**config.mk**
```make
export PLATFORM = sky130hd
export DESIGN_NAME = motor_pwm_drive
export DESIGN_NICKNAME = d
export VERILOG_FILES = /design/src/rtl/motor_pwm_drive.sv
export SDC_FILE = /design/constraint.sdc
export NUM_CORES = 1
export LEC_CHECK = 0
export BUFFER_PORTS_ARGS = -buffer_cell sky130_fd_sc_hd__clkbuf_2
export CAP_MARGIN = 25
export CORE_MARGIN = 1
export CORE_UTILIZATION = 55
export DETAILED_ROUTE_END_ITERATION = 8
export PLACE_DENSITY = 0.82
export SYNTH_ARGS = -nofsm -noshare
export SYNTH_HDL_FRONTEND = slang
export SYNTH_SLANG_ARGS = --single-unit
```
**constraint.sdc**
```tcl
create_clock -name Clk -period 5.2 [get_ports Clk]
set_clock_uncertainty 0.1 [all_clocks]
set_input_delay 0.78 -clock Clk [delete_from_list [all_inputs] [get_ports Clk]]
set_output_delay 0.78 -clock Clk [all_outputs]
set_load 0.005 [all_outputs]
```
**src/rtl/motor_pwm_drive.sv**
```systemverilog
// N-channel H-bridge drive: shared prescaler/PWM counter, per-channel run/dead-time FSM, saturating encoder counters.
// en_out/busy follow the state register with no extra latency; encoder edges land in evnt_cnt two cycles after sampling.
module motor_pwm_drive #(
  parameter int N_CH     = 2,
  parameter int PWM_W    = 8,
  parameter int PRESC    = 16,
  parameter int DEAD_CYC = 256,
  parameter int CNT_W    = 16
) (
  input  logic                    Clk,
  input  logic                    sys_rst,
  input  logic [N_CH-1:0]         en,
  input  logic                    force_on,
  input  logic [N_CH-1:0]         dir,
  input  logic [N_CH*PWM_W-1:0]   duty,
  input  logic [N_CH-1:0]         evnt,
  input  logic [N_CH-1:0]         cnt_clr,
  output logic [2*N_CH-1:0]       mt,
  output logic [N_CH-1:0]         en_out,
  output logic [N_CH-1:0]         busy,
  output logic [N_CH*CNT_W-1:0]   evnt_cnt
);

  localparam int PS_W = (PRESC > 1) ? $clog2(PRESC) : 1;
  localparam int DC_W = (DEAD_CYC > 1) ? $clog2(DEAD_CYC) : 1;
  localparam logic [PS_W-1:0] PS_MAX = PS_W'(PRESC - 1);
  localparam logic [DC_W-1:0] DC_MAX = DC_W'(DEAD_CYC - 1);

  typedef enum logic [1:0] {IDLE, RUN, DEAD} state_t;

  state_t                         state_q [N_CH];
  state_t                         state_d [N_CH];
  logic [PS_W-1:0]                presc_q, presc_d;
  logic [PWM_W-1:0]               pwm_cnt_q, pwm_cnt_d;
  logic [N_CH-1:0][PWM_W-1:0]     duty_q, duty_d;
  logic [N_CH-1:0][DC_W-1:0]      dead_cnt_q, dead_cnt_d;
  logic [N_CH-1:0][CNT_W-1:0]     cnt_q, cnt_d;
  logic [N_CH-1:0]                dir_q, dir_d;
  logic [N_CH-1:0]                pwm_bit_q, pwm_bit_d;
  logic [N_CH-1:0]                sync1_q, sync1_d;
  logic [N_CH-1:0]                sync2_q, sync2_d;
  logic [N_CH-1:0]                prev_q, prev_d;
  logic                           tick;
  logic                           wrap;

  assign tick = (presc_q == PS_MAX);
  assign wrap = tick && (pwm_cnt_q == '1);

  always_comb begin
    presc_d    = tick ? '0 : presc_q + 1'b1;
    pwm_cnt_d  = tick ? pwm_cnt_q + 1'b1 : pwm_cnt_q;
    // Duty is only sampled at the period boundary so a period is never cut short.
    duty_d     = wrap ? duty : duty_q;
    sync1_d    = evnt;
    sync2_d    = sync1_q;
    prev_d     = sync2_q;
    dir_d      = dir_q;
    dead_cnt_d = dead_cnt_q;
    cnt_d      = cnt_q;
    pwm_bit_d  = '0;
    en_out     = '0;
    busy       = '0;
    mt         = '0;
    evnt_cnt   = '0;
    for (int i = 0; i < N_CH; i++) begin
      state_d[i]   = state_q[i];
      pwm_bit_d[i] = (pwm_cnt_q < duty_q[i]);

      if (cnt_clr[i]) begin
        cnt_d[i] = '0;
      end else if (sync2_q[i] && !prev_q[i] && (cnt_q[i] != '1)) begin
        cnt_d[i] = cnt_q[i] + 1'b1;
      end

      case (state_q[i])
        IDLE: begin
          dir_d[i] = dir[i];
          if (en[i] || force_on) state_d[i] = RUN;
        end
        RUN: begin
          if (dir[i] != dir_q[i]) begin
            state_d[i]    = DEAD;
            dead_cnt_d[i] = '0;
          end else if (!(en[i] || force_on)) begin
            state_d[i] = IDLE;
          end
        end
        DEAD: begin
          // Direction changes during dead time are ignored until it expires.
          if (dead_cnt_q[i] == DC_MAX) begin
            dir_d[i]      = dir[i];
            dead_cnt_d[i] = '0;
            state_d[i]    = (en[i] || force_on) ? RUN : IDLE;
          end else begin
            dead_cnt_d[i] = dead_cnt_q[i] + 1'b1;
          end
        end
        default: state_d[i] = IDLE;
      endcase

      en_out[i]                   = (state_q[i] == RUN) && pwm_bit_q[i];
      busy[i]                     = (state_q[i] == DEAD);
      mt[2*i+1]                   = ~dir_q[i];
      mt[2*i]                     = dir_q[i];
      evnt_cnt[i*CNT_W +: CNT_W]  = cnt_q[i];
    end
  end

  always_ff @(posedge Clk) begin
    if (sys_rst) begin
      for (int i = 0; i < N_CH; i++) state_q[i] <= IDLE;
      presc_q    <= '0;
      pwm_cnt_q  <= '0;
      duty_q     <= '0;
      dead_cnt_q <= '0;
      cnt_q      <= '0;
      dir_q      <= '0;
      pwm_bit_q  <= '0;
      sync1_q    <= '0;
      sync2_q    <= '0;
      prev_q     <= '0;
    end else begin
      for (int i = 0; i < N_CH; i++) state_q[i] <= state_d[i];
      presc_q    <= presc_d;
      pwm_cnt_q  <= pwm_cnt_d;
      duty_q     <= duty_d;
      dead_cnt_q <= dead_cnt_d;
      cnt_q      <= cnt_d;
      dir_q      <= dir_d;
      pwm_bit_q  <= pwm_bit_d;
      sync1_q    <= sync1_d;
      sync2_q    <= sync2_d;
      prev_q     <= prev_d;
    end
  end

endmodule

```
; Yosys cells after proc, flatten, opt, wreduce, memory -nomap -nowiden
; Memories as Yosys holds them, arrays and structs flattened.
; Index checks and enable logic that the tools add are counted.
[word_totals]
output_inout_bits = 40
n_memories = 1
word_cells = 94
ramBits = 4
ff_bits = 86
input_bits = 27
[classes]
n_addsub = 6
n_mux = 27
bitwise_logic = 4
n_eq_ne = 16
reduce_logical = 24
order_cmp = 2
[mem_list]
columns = name, depth, word_bits, rd, rd_clocked_by_memory_dff, wr, line
row1 = state_q, 2, 2, 2, 0, 2, 31  ; state_t state_q [N_CH];
[op_table]
columns = op, count
row1 = $add 16x1->16 const B, 2
row2 = $mux 8, 4
row3 = $ne 16x16->1 const B, 2
row4 = $pmux 8 s2, 2
row5 = $add 8x1->8 const B, 3
row6 = $eq 8x8->1 const B, 3
row7 = $mux 2, 10
row8 = $lt 8x8->1, 2
row9 = $pmux 2 s3, 2
row10 = $reduce_and 2->1, 4
row11 = $reduce_bool 2->1, 4
row12 = $logic_and 1x1->1, 7
row13 = $mux 1, 7
row14 = $reduce_or 2->1, 3
row15 = $add 4x1->4 const B, 1
row16 = $eq 2x1->1 const B, 2
row17 = $eq 2x2->1 const B, 2
row18 = $eq 4x4->1 const B, 1
row19 = $logic_not 2->1, 2
row20 = $ne 2x1->1 const B, 2
row21 = $ne 2x2->1 const B, 2
row22 = $pmux 1 s2, 2
row23 = $logic_not 1->1, 2
row24 = $logic_or 1x1->1, 2
row25 = 3 further kinds, 6

; Longest topological paths before layout
[depth]
depth_word = 5
ltp_mapped = 7
depth_no_buf = 6

; Worst setup path before layout
; Ideal clock, no wire load.
[synth_path]
path_type = input to register
startpoint = input sys_rst
endpoint = register cnt_q (netlist bit evnt_cnt[19])
cell_stages = 5
setup_ps = 74
t_arrival_ps = 1817
slack_ps = 3209
required_ps = 5026
path_buffers = 2
cell_sequence = clkbuf_1 -> or2_2 -> clkbuf_1 -> a2111o_1 -> o21ai_0
[synth_between]
elab_chain_cells = 1
[synth_rtl]
columns = item, line
row1 = "start, declared", 11  ; input logic sys_rst,
row2 = $reduce_or 2->1 (no line), -
row3 = "end signal, assigned", 128  ; cnt_q <= cnt_d;
row4 = "end, declared", 37  ; logic [N_CH-1:0][CNT_W-1:0] cnt_q, cnt_d;
; Every way passes these cells.
; A chain may end at the register's enable or synchronous reset.

; Worst setup path in the final report
[layout_path]
startpoint = register presc_q[0]
endpoint = register duty_q[12] in the netlist's numbering
[layout_between]
elab_chain_cells = 2
[layout_rtl]
columns = item, line
row1 = "start, declared", 33  ; logic [PS_W-1:0] presc_q, presc_d;
row2 = "start signal, assigned", 124  ; presc_q <= presc_d;
row3 = $eq 4x4->1, 46  ; assign tick = (presc_q == PS_MAX);
row4 = $logic_and 1x1->1, 47  ; assign wrap = tick && (pwm_cnt_q == '1);
row5 = "end signal, assigned", 126  ; duty_q <= duty_d;
row6 = "end, declared", 35  ; logic [N_CH-1:0][PWM_W-1:0] duty_q, duty_d;
; Every way passes these cells.

==> metrics <==
core footprint=about 0.0078 mm2; crit path max fanout=16; largest net degree at the start of global routing=50; peak supply drop=between 0.15 and 0.2 mV; data required time of the worst path=5.33 ns; GR Overflow Total=0; Hold Worst Slack=0.3421 ns; root buffer cell=clkbuf_8; initial antenna violation count=0; top cell type's share of synthesized area=0.3982; Die ar.=0.008592 mm2; ANT cells=0; Hold Crit Class=reg2reg; Routed Antenna Nets=0; Ys Warns=0; Initial Utilization=0.5765; simple-gate share of the synthesized area=0.2752; hold path depth=1; count of different cell masters after synthesis=between 50 and 60; port bufs=66; final worst-path cycle share=0.4330; DR vias=4,210; largest family of logic cells by synthesized area=simple AND/OR/NAND/NOR gates; mux share of post-synthesis cell area=0.02434; Worst setup SP type=flip-flop; Data arrival, critical path=2.38 ns; first-iteration detailed-routing DRC count=184; Max Slew Vio Count=0; area of the multi-input gates=about 0.0025 mm2; count leader, synth=dfxtp_1; Die Y=92.70 um; Achievable Freq=444.1 MHz; CTS sink cnt=90; Die W=92.70 um; Worst Max-Slew Pin Slew=between 0.6 and 0.7 ns; vias in the first global route=approximately 3,800; H-Tree Depth=3; Rows=32; asr flop ratio synth=0; CTS max path bufs=2; Rel. slew slack=0.5800; TNS Setup=0 ns; Cells after Synth=542; post-CTS setup buffer count=0; share of cells above drive strength 1=0.1628; power per cell area=272.8 mW/mm2; hold_buf cts=0; Compound-Gate Fraction of Synth Area=0.1831; class of the most critical setup path=reg2reg; TritonCTS buffer count=9; CTS tree=yes; final setup fails=0; Most used DFF post-synth=dfxtp_1; CP endpoint kind=flip-flop; area delta synth->final=14.10%; Clk Latency, worst-skew pair=0.35 ns; Reg2Reg Depth=5; GPL Wtd Cong=0.8719; CTS clock-pin slew for the worst setup and hold paths=~0.09 ns; PostCTS Resize Cnt=0; syn avg cell area=8.347 um2; post-synthesis xor/xnor area fraction=0.01742; adder-cell area share of the yosys netlist=0.05531; Mapped Nets=589; vias per std cell=5.980; DP Wirelength=6804 um; status=complete, no violations; Ports=67; Tot GR Track Use=0.2359; RSZ-0062 raised after global routing=no; ranking of synthesized cells by area=dfxtp_1 40%, a21oi_1 6.4%, ha_1 5.5%; Fillers=682; final hold vios=0; top cells by count, synth=90 x dfxtp_1, 58 x a21oi_1, 41 x nand3_1; DR WL/cell=13.88 um; Leakage Power=roughly 1.9 nW; sequential fraction of the synthesis area=0.3982; EDFF count, synth=0; max-capacitance violation count=0; DRC=0; first-pass GRT wire length=~17,000 um; total routed wirelength=9773 um; area taken by flip-flops and latches=0.001802 mm2; Synth area leader=dfxtp_1; min Tclk post-route=2.252 ns; #FFs+latches synth=90; # nets final=644; Core Util, Final=0.6578; First-pass DRT Iterations=4; area of the mapped netlist=0.004524 mm2
[report_power, final]
group / switching (mW) / internal (mW) / total [mW]
combinational: 0.0449 / 0.0309 / 0.0757
clock: 0.243 / 0.381 / 0.624
sequential: 0.00989 / 0.699 / 0.709
total: 0.298 / 1.11 / 1.41
[final timing paths]
check | startpoint | endpoint | slack (ns)
worst max-delay path | presc_q[0]$_SDFF_PP0_ | duty_q[12]$_SDFFE_PP0P_ | 2.95
worst min-delay path | sync1_q[0]$_SDFF_PP0_ | prev_d[0]$_SDFF_PP0_ | 0.34
worst max register to register | presc_q[0]$_SDFF_PP0_ | duty_q[12]$_SDFFE_PP0P_ | 2.95
worst min register to register | sync1_q[0]$_SDFF_PP0_ | prev_d[0]$_SDFF_PP0_ | 0.34
[stage by stage]
| step | std cells | cell area (um2) | power [mW] | setup slack, ns |
|---|---|---|---|---|
| final | 704 | 5162 | 1.408 | 2.948 |
| after global routing | 704 | 5162 | 1.454 | 2.746 |
| after CTS | 704 | 5162 | 1.418 | 2.973 |
| after detailed placement | 688 | 4896 | 0.8001 | 2.652 |
| after global placement | 688 | 4896 | 0.7970 | 2.763 |
| after floorplan | 542 | 4524 | 0.7728 | 3.209 |
[state kept, by name, summed over array words and instances, names as in the netlist, 4 cells and up]
signal / count
dead_cnt_q: 16
duty_q: 16
evnt_cnt: 32
presc_q: 4
pwm_cnt_q: 8
state_q: 4
[critical path, cell delays in order, from the launching register on]
cell and delay (ns):
dfxtp_1 0.38, ha_1 0.22, and3_1 0.43, nand4_1 0.53, o21ai_0 0.37, a21oi_1 0.10
[kinds of logic (layout without fill, tap and decap cells)]
logic type / after synthesis / in the layout
simple gates: 221 / 221
compound gates: 137 / 137
mux: 11 / 11
xor+xnor: 9 / 9
fa+ha+maj: 20 / 20
flops: 90 / 90
buf+inv: 54 / 114
[area by class of cell]
| class | count | share of cell area |
|---|---|---|
| clock buffer | 11 | 0.02739 |
| clock inverter | 5 | 0.02424 |
| inverter | 31 | 0.02254 |
| multi-input combinational | 398 | 0.4867 |
| sequential | 90 | 0.3490 |
| tap | 102 | 0.02472 |
| timing repair buffer | 67 | 0.06544 |
[layout by cell type, fill, tap and decap left out, types with 7 or more instances in the layout]
cell      count
or3_1        12
clkbuf_8     10
nand2_1      38
o21ai_0      33
nor2_1       26
mux2i_1      11
inv_1        31
dfxtp_1      90
or4_1         9
a211oi_1      7
nor2b_1      14
a21oi_1      58
clkbuf_2     66
nand2b_1      7
ha_1         20
nand4_1      19
and3_1       11
nor3_1       11
nand3_1      41
[per-layer routing]
| layer | GRT usage | routed length (um) | share of wire | vias to the layer above |
|---|---|---|---|---|
| met4 | 0.09231 | 138 | 0.014 | 0 |
| met5 | 0 | 0 | 0 | - |
| met3 | 0.04516 | 416 | 0.043 | 15 |
| li1 | - | - | - | 2113 |
| met1 | 0.2905 | 4576 | 0.47 | 1968 |
| met2 | 0.4056 | 4642 | 0.47 | 114 |
Note: power is estimated with default switching activity, not from simulation.
